$ cat config.mk
export PLATFORM = sky130hd
export DESIGN_NAME = relu_maxpool_flat
export DESIGN_NICKNAME = d
export VERILOG_FILES = /design/src/rtl/relu_maxpool_if.sv /design/src/rtl/relu_maxpool.sv /design/src/flat_wrapper.sv
export SDC_FILE = /design/constraint.sdc
export NUM_CORES = 1
export LEC_CHECK = 0
export ABC_AREA = 1
export BUFFER_PORTS_ARGS = -buffer_cell sky130_fd_sc_hd__buf_2
export CAP_MARGIN = 20
export CORE_ASPECT_RATIO = 0.7
export CORE_MARGIN = 2
export CORE_UTILIZATION = 55
export CTS_CLUSTER_SIZE = 24
export DETAILED_ROUTE_END_ITERATION = 6
export PLACE_DENSITY_LB_ADDON = 0.2
export SYNTH_ARGS = -nofsm -noshare
export SYNTH_HDL_FRONTEND = slang
export SYNTH_SLANG_ARGS = --single-unit
$ cat constraint.sdc
create_clock -name clk -period 8.75 [get_ports clk]
set_input_delay 0 -clock clk [delete_from_list [all_inputs] [get_ports clk]]
set_output_delay 0 -clock clk [all_outputs]
set_load 0.01 [all_outputs]
$ cat src/rtl/relu_maxpool_if.sv
`timescale 1ns/1ps
`default_nettype none
// ============================================================================
// Module      : relu_maxpool_if
// Description : Sample stream from the convolution engine into the
//               ReLU / 2x2 max-pool stage, plus the pooled result stream
//               and the position counters.
// Revision    : 1.0 - initial release
// ============================================================================
interface relu_maxpool_if #(
    parameter int W  = 26,
    parameter int H  = 26,
    parameter int DW = 32
);
    logic [DW-1:0]         pxl_in;
    logic                  valid_in;
    logic [DW-1:0]         pxl_out;
    logic                  valid_out;
    logic                  frame_done;
    logic [$clog2(W)-1:0]  col;
    logic [$clog2(H)-1:0]  row;

    // Producer side: the convolution engine (or a bench driving it).
    modport master (
        output pxl_in, valid_in,
        input  pxl_out, valid_out, frame_done, col, row
    );

    // Consumer side: the pooling stage itself.
    modport slave (
        input  pxl_in, valid_in,
        output pxl_out, valid_out, frame_done, col, row
    );
endinterface
`default_nettype wire

$ cat src/rtl/relu_maxpool.sv
`timescale 1ns/1ps
`default_nettype none
// ============================================================================
// Module      : relu_maxpool
// Description : ReLU followed by 2x2 / stride-2 max pooling over a W x H
//               valid convolution map. One pooled value per window; no
//               backpressure.
// Revision    : 1.0 - initial release
// ============================================================================
module relu_maxpool #(
    parameter int W  = 26,
    parameter int H  = 26,
    parameter int DW = 32
) (
    input  wire logic     clk,
    input  wire logic     reset,
    relu_maxpool_if.slave bus
);
    localparam int c_CW = $clog2(W);
    localparam int c_RW = $clog2(H);

    // The line-buffer index is col with its LSB dropped, so the map must be
    // even-sized in both directions (and at least two windows wide).
    if ((W % 2) != 0 || W < 4) begin : g_bad_w
        $error("relu_maxpool: W must be even and >= 4");
    end
    if ((H % 2) != 0 || H < 2) begin : g_bad_h
        $error("relu_maxpool: H must be even and >= 2");
    end

    // One entry per window column: horizontal max of the even row.
    logic [DW-1:0]   r_lb [W/2];

    logic [c_CW-1:0] r_col;
    logic [c_RW-1:0] r_row;
    logic [DW-1:0]   r_hold;
    logic [DW-1:0]   r_pxl_out;
    logic            r_valid_out;
    logic            r_frame_done;

    logic [DW-1:0]   w_relu;
    logic [DW-1:0]   w_hmax;
    logic [DW-1:0]   w_lb_rd;
    logic [DW-1:0]   w_pool;
    logic [c_CW-2:0] w_lb_idx;
    logic            w_last_col;
    logic            w_last_row;

    // After ReLU every value is non-negative, so unsigned compares suffice.
    assign w_relu     = bus.pxl_in[DW-1] ? '0 : bus.pxl_in;
    assign w_hmax     = (w_relu > r_hold) ? w_relu : r_hold;
    assign w_lb_idx   = r_col[c_CW-1:1];
    assign w_lb_rd    = r_lb[w_lb_idx];
    assign w_pool     = (w_lb_rd > w_hmax) ? w_lb_rd : w_hmax;
    assign w_last_col = (r_col == c_CW'(W - 1));
    assign w_last_row = (r_row == c_RW'(H - 1));

    // Raster position of the next expected sample; moves only on valid_in.
    always_ff @(posedge clk or posedge reset) begin
        if (reset) begin
            r_col <= '0;
            r_row <= '0;
        end else if (bus.valid_in) begin
            if (w_last_col) begin
                r_col <= '0;
                r_row <= w_last_row ? '0 : r_row + 1'b1;
            end else begin
                r_col <= r_col + 1'b1;
            end
        end
    end

    // Horizontal hold on even columns; pooled output on odd row / odd col.
    always_ff @(posedge clk or posedge reset) begin
        if (reset) begin
            r_hold       <= '0;
            r_pxl_out    <= '0;
            r_valid_out  <= 1'b0;
            r_frame_done <= 1'b0;
        end else begin
            r_valid_out  <= 1'b0;
            r_frame_done <= 1'b0;
            if (bus.valid_in) begin
                if (!r_col[0]) begin
                    r_hold <= w_relu;
                end else if (r_row[0]) begin
                    r_pxl_out    <= w_pool;
                    r_valid_out  <= 1'b1;
                    r_frame_done <= w_last_row & w_last_col;
                end
            end
        end
    end

    // Line buffer: written on even rows, always written before it is read,
    // so it needs no reset.
    always_ff @(posedge clk) begin
        if (bus.valid_in && r_col[0] && !r_row[0]) begin
            r_lb[w_lb_idx] <= w_hmax;
        end
    end

    assign bus.pxl_out    = r_pxl_out;
    assign bus.valid_out  = r_valid_out;
    assign bus.frame_done = r_frame_done;
    assign bus.col        = r_col;
    assign bus.row        = r_row;
endmodule
`default_nettype wire
$ cat src/flat_wrapper.sv
// flat-port wrapper written by rule: the top's interface ports become plain ports
module relu_maxpool_flat 
#(
    parameter int W  = 26,
    parameter int H  = 26,
    parameter int DW = 32
)
  (clk, reset, bus_pxl_in, bus_valid_in, bus_pxl_out, bus_valid_out, bus_frame_done, bus_col, bus_row);
  relu_maxpool_if #(.W(W), .H(H), .DW(DW)) bus_i ();
  input  wire logic clk;
  input  wire logic reset;
  input wire logic [$bits(bus_i.pxl_in)-1:0] bus_pxl_in;
  input wire logic [$bits(bus_i.valid_in)-1:0] bus_valid_in;
  output wire logic [$bits(bus_i.pxl_out)-1:0] bus_pxl_out;
  output wire logic [$bits(bus_i.valid_out)-1:0] bus_valid_out;
  output wire logic [$bits(bus_i.frame_done)-1:0] bus_frame_done;
  output wire logic [$bits(bus_i.col)-1:0] bus_col;
  output wire logic [$bits(bus_i.row)-1:0] bus_row;
  assign bus_i.pxl_in = bus_pxl_in;
  assign bus_i.valid_in = bus_valid_in;
  assign bus_pxl_out = bus_i.pxl_out;
  assign bus_valid_out = bus_i.valid_out;
  assign bus_frame_done = bus_i.frame_done;
  assign bus_col = bus_i.col;
  assign bus_row = bus_i.row;
  relu_maxpool #(.W(W), .H(H), .DW(DW)) u_core (.clk(clk), .reset(reset), .bus(bus_i));
endmodule
### Yosys cells after proc, flatten, opt, wreduce, memory -nomap -nowiden

Memories as Yosys holds them, arrays and structs flattened.
Index checks and enable logic that the tools add are counted.

* bits in read-only memories: 0
* latch bits: 0
* memories kept: 1
* input bits: 35
* logic and storage cells: 34
* register bits after elaboration: 76
* memory bits (writable): 416
* output and inout port bits: 44

Memories
* u_core.r_lb: words 13, width 32, read ports 1, clocked after memory_dff 0, wr ports 1, line relu_maxpool.sv:32 `logic [DW-1:0] r_lb [W/2];`

* reductions and logical operators: 6
* multipliers: 0
* divide/modulo/power cells: 0
* add/subtract/negate cells: 2
* muxes and demuxes: 13
* shift operators: 0
* $lt $le $gt $ge: 2
* bitwise gates (word level): 2
* equality and inequality tests: 2

Operator list (count)
* $gt 32x32->1: 2
* $mux 32: 2
* $mux 31: 1
* $add 5x1->5 const B: 2
* $eq 5x5->1 const B: 2
* $mux 5: 2
* $mux 1: 8
* $reduce_and 2->1: 2
* $reduce_and 3->1: 1
* $logic_and 1x1->1: 2
* $and 1x1->1: 1
* $logic_not 1->1: 1
* $not 1->1: 1

### Depth between registers and ports, before layout

* depth after elaboration: 5
* depth in mapped cells: 37
* depth with buffers taken out: 34

### Worst setup path before layout

Ideal clock, no wire load.

* path kind: reg2reg
* start point: register u_core.r_col[3] (netlist: u_core.bus.col[3])
* end point: memory u_core.r_lb[5][0], enable pin
* clock period less this slack: 3.789 ns
* slack: 4.961 ns
* arrival time: 3.332 ns
* data required time: 8.292 ns
* stages on the path, launching flop included: 6
* setup time: 0.458 ns
* path buffers: 1
* cell sequence: dfrtp_1 inv_1 nor2_1 clkbuf_1 inv_1 nor3_1

RTL lines
* from (decl): line relu_maxpool.sv:34 `logic [c_CW-1:0] r_col;`
* from (signal assigned): line relu_maxpool.sv:68 `r_col <= r_col + 1'b1;`
* to (decl): line relu_maxpool.sv:32

No word-level cell before the write port.

### Final worst setup path

* start point: register u_core.r_hold[27]
* end point: register u_core.r_pxl_out[27] (netlist: u_core.bus.pxl_out[27])

* cells in the longest elaborated chain, start to end: 4

RTL lines
* from (decl): line relu_maxpool.sv:36 `logic [DW-1:0] r_hold;`
* from (signal assigned): line relu_maxpool.sv:85 `r_hold <= w_relu;`
* $gt 32x32->1: line relu_maxpool.sv:51 `assign w_hmax = (w_relu > r_hold) ? w_relu : r_hold;`
* $mux 32: line relu_maxpool.sv:51
* named net u_core.w_hmax[30]: line relu_maxpool.sv:42 `logic [DW-1:0] w_hmax;`
* $gt 32x32->1: line relu_maxpool.sv:54 `assign w_pool = (w_lb_rd > w_hmax) ? w_lb_rd : w_hmax;`
* $mux 32: line relu_maxpool.sv:54
* to (signal assigned): line relu_maxpool.sv:87 `r_pxl_out <= w_pool;`
* to (decl): line relu_maxpool.sv:37 `logic [DW-1:0] r_pxl_out;`

The timed path passes the listed nets, and every way through them passes these cells.
A chain may end at the register's enable or synchronous reset.

==> results.md <==
Route:
- The final route contains 14,800 vias.
- The total wire length after detailed routing is between 50 and 60 mm.
- The number of nets with antenna violations after detailed routing is 0.
- The first TritonRoute pass finished after 6 iterations.
- After detailed routing, the met2 layer carries between 20 and 25 mm of wire.
- In the final routed layout, each cell accounts on average for 21.3 um.
- The post-route DRC violation count is 0.
- The number of vias per cell after detailed routing is around 5.8.
- Summed over all nets, wire length on met3 after detailed routing comes to 4.97 mm.
- In the final routing, the length of wire on met1 measures approximately 24 mm.
- In this run the top signal layer used is met4.
- After the first detailed-routing iteration, the DRC count stood at around 1,600.

Synth:
- The post-synthesis share of cell area spent on and, or, nand and nor gates is 0.176.
- The number of synthesis warnings is 0.
- Counting flops with a built-in enable in the synthesized netlist gives roughly 400.
- The post-synthesis net count is around 2,000.
- The proportion of synthesized chip area in sequential cells is 0.666.
- The distinct cell type count after synthesis is 33.
- Of the total synthesized cell area, the portion taken by XOR and XNOR cells is 0.000836.
- The biggest area contributor in the post-synthesis netlist is edfxtp_1.
- In this run, synthesis produced a sequential element count of 477.
- The fraction of the mapped netlist area in compound gates is 0.0642.
- The cell count after synthesis is around 1,900.
- A synthesized cell averages 10.8 um2.
- The post-synthesis mux area share is 0.
- The main combinational cell family by area after synthesis is simple AND/OR/NAND/NOR gates.
- Of the post-synthesis cell area, the dominant cell type holds 0.578.
- For this run, the leading register cell type out of synthesis is edfxtp_1.
- Of the total synthesized cell area, the portion taken by full adders, half adders and majority gates is 0.0394.
- Ranked by total cell area, the synthesized netlist is headed by edfxtp_1, nand2_1, dfrtp_1, a22oi_1, ha_1.
- Summing every instance area after synthesis gives 20,900 um2.
- The proportion of synthesized flip-flops having asynchronous set or reset is 0.155.

GRT:
- The wire length of the first global-routing pass is around 84 mm.
- The overflow left after global routing is 0.
- The initial antenna violation count came to 0.
- The via count of the first global-routing pass is 14,600.
- The maximum number of pins on one net before global-route repair is between 70 and 80.
- The overall global routing resource usage is 0.279.

Critical path:
- The length in cells of the worst reg-to-reg path is 25.
- The worst register-to-register path begins at u_core.r_hold[27].
- Along the worst path, the maximum fanout reaches 32.
- The longest individual stage delay on the worst path is roughly 580 ps.
- The critical path required time is 9250 ps.
- The worst setup path is of the reg -> reg kind.
- Data on the critical path arrives at its endpoint at a little over 6000 ps.
- Setup slack on the worst reg-to-reg path comes out at 3020 ps.
- The critical path's slowest cell is nand2_1.
- The worst setup path startpoint is u_core.r_hold[27].
- STA classifies the critical path endpoint as a flop.
- The cell that appears most often on the critical path is nand2_1.
- The worst register-to-register path ends at u_core.bus.pxl_out[27].
- The sort of element at the start of the critical path is a flop.

CTS:
- The worst-case clock buffer depth is 3.
- The TritonCTS clock tree is yes.
- The post-cts resize count is 0.
- The number of clock sinks is 477.
- The root buffer cell chosen for the clock tree is clkbuf_16.
- The number of buffers inserted to repair setup after CTS is 0.
- Clock-pin slew was measured on the worst setup and hold paths at approximately 70 ps.
- The maximum level of the CTS H-tree is 2.
- The number of clock buffers inserted by TritonCTS is between 40 and 50.
- The latest clock arrival within the worst-skew pair is around 570 ps.

STA:
- The number of pins with negative max-slew slack in the final report is 0.
- Of the available clock period, the critical path in the final layout requires 0.655.
- The count of final hold-check violations is 3.
- Across all hold checks on the routed design, the worst slack comes to -0.467 ps.
- The worst path needs roughly 5700 ps of the cycle, external delays included.
- For the final routed database, the setup TNS stands at 0 ps.
- The setup slack of the critical path after layout is about 3000 ps.
- Headroom to the max-slew limit came out at 0.361.
- For this run, the top clock speed supported by timing is ~170 MHz.
- Setup violations remaining at the end of the flow were counted as 0.
- Setup repair after global routing left no endpoint under its margin.
- For the final database, setup skew stands at 18.2 ps.
- The slew of the pin with the lowest slew margin is between 900 and 1000 ps.

Final layout:
- The number of nets in the layout is ~2,100.
- The library cells used most frequently in the layout, excluding fill and tap cells, are nand2_1, edfxtp_1, inv_1, a22oi_1, nand3_1.
- In the final layout, the share of cells above drive strength 1 is 0.0958.
- Relative to the synthesized area, the layout overhead comes to 13.1%.
- The finished layout holds roughly 2,600 standard cells, fillers aside.
- Leaving out fill and tap cells, the most frequent cell in the layout is nand2_1.
- The total inserted antenna cells is 0.

Power and ir drop:
- The switching share of total power is 0.407.
- The leakage power of the design is slightly above 10 nW.
- Cell internal power was estimated by the tool at 0.00488 W.
- The part of the total power dissipated in sequential elements is 0.361.
- IR analysis of the VDD net gives a maximum drop of approximately 0.00037 V.
- For this design the total switching power over the nets is around 0.0033 W.
- The share of total power dissipated in the clock network is 0.220.
- For this design the ratio of total power to cell area is 347 nW/um2.
- The share of total power dissipated in combinational logic is 0.420.

Placement:
- Buffers placed on the I/O ports in this run total slightly below 80.
- Once detailed placement completed, the half-perimeter wirelength came to about 31 mm.
- Routability-driven placement finished with a final weighted congestion of 0.866.
- Timing analysis after detailed placement gives a worst setup slack of 2390 ps.
- The number of placed instances with taps included is roughly 2,500.

Floorplan:
- The area of the core is approximately 37,000 um2.
- From bottom edge to top edge, the die measures 167 um.
- The cell row count is ~60.
- In this run the count of I/O pins placed on the die edge is 79.
- The die covers approximately 40,000 um2.
- The effective utilization at floorplan is 0.561.
- The chip width is ~240 um.

Outcome:
- The checks that failed: hold timing.
- The run finished, with violations left.

Worst hold path:
- The path type of the worst min-delay path is in -> async.

Flow run:
- The tool flagged a number of max-cap violations equal to 0.
## flip-flops by register name (all words and copies together) (netlist names)
name,cells
u_core.bus.col,5
u_core.bus.frame_done,1
u_core.bus.pxl_out,31
u_core.bus.row,5
u_core.bus.valid_out,1
u_core.r_hold,31
u_core.r_lb,403
## through the flow
stage | util | cell area [um2] | total power [W]
CTS | 0.632 | 23600 | 0.00821
floorplan | - | 20900 | 0.00525
global route | 0.634 | 23700 | 0.00876
finish | 0.634 | 23700 | 0.00822
global placement | 0.587 | 21900 | 0.00622
detailed placement | 0.588 | 22000 | 0.00639
## Yosys cell counts (2+ instances only)
cell type	count
nand2_1	694
edfxtp_1	403
inv_1	184
a22oi_1	124
nand3_1	98
dfrtp_1	74
ha_1	66
nor2_1	61
buf_2	40
clkbuf_1	38
o21ai_0	38
nand4_1	35
a21oi_1	31
nor3_1	17
buf_1	5
inv_2	5
nor2_2	3
o21a_1	3
a21o_1	2
and3_1	2
buf_4	2
clkinv_1	2
o22ai_1	2
xor2_1	2
## per-layer routing
layer  track usage  vias to the layer above
li1              -                     6807
met1         0.417                     7208
met2         0.429                      697
met3        0.0434                      103
met4        0.0760                        0
met5             0                        -
## critical path: cells and delay by family, from the launching register on
| family | cells | cell delay, ps |
|---|---|---|
| flip-flops | 1 | 380 |
| buffers and inverters | 7 | 1310 |
| AND/OR/NAND/NOR | 16 | 3330 |
| adder cells (fa/ha/maj) | 2 | 590 |
## power groups by stage
stage,combinational (W),sequential [W],clock [W]
final,0.00345,0.00297,0.00181
after global routing,0.00386,0.00298,0.00191
after global placement,0.00322,0.00300,0
after CTS,0.00342,0.00296,0.00183
after floorplan,0.00224,0.00301,0
after detailed placement,0.00339,0.00301,0
## what timing repair did
action                                  CTS  global route
endpoints found under the hold margin   141             0
endpoints found under the setup margin    0             0
hold buffers                             33             0
## kinds of logic (layout without fill, tap and decap cells)
| family | after synthesis | after routing |
|---|---|---|
| buffers and inverters | 277 | 415 |
| and+or+nand+nor | 914 | 914 |
| DFF | 477 | 477 |
| adders and majority gates | 66 | 66 |
| AOI/OAI and AO/OA | 203 | 203 |
| xor gates and xnor gates | 2 | 2 |
| other | 1 | 1 |
## final cells by class
cell class / instances / area (um2)
clock inverters: 22 / 163
repair buffers: 146 / 1080
flip-flops and latches: 477 / 14000
inverters: 191 / 718
clock buffers: 56 / 1150
fillers: 2893 / 13700
well taps: 488 / 611
multi-input cells: 1186 / 6010
## how the worst max path moves through the flow
| stage | depth (start not counted) | slack [ps] | end |
|---|---|---|---|
| finish | 25 | 3020 | u_core.bus.pxl_out[27] |
| global route | 28 | 2600 | u_core.bus.pxl_out[26] |
| CTS | 24 | 2820 | u_core.bus.pxl_out[15] |
| detailed placement | 27 | 2390 | u_core.bus.pxl_out[19] |
| global placement | 27 | 2100 | u_core.bus.pxl_out[27] |
| floorplan | 5 | 4960 | u_core.r_lb[5][0] |
Note: power is estimated with default switching activity, not from simulation.
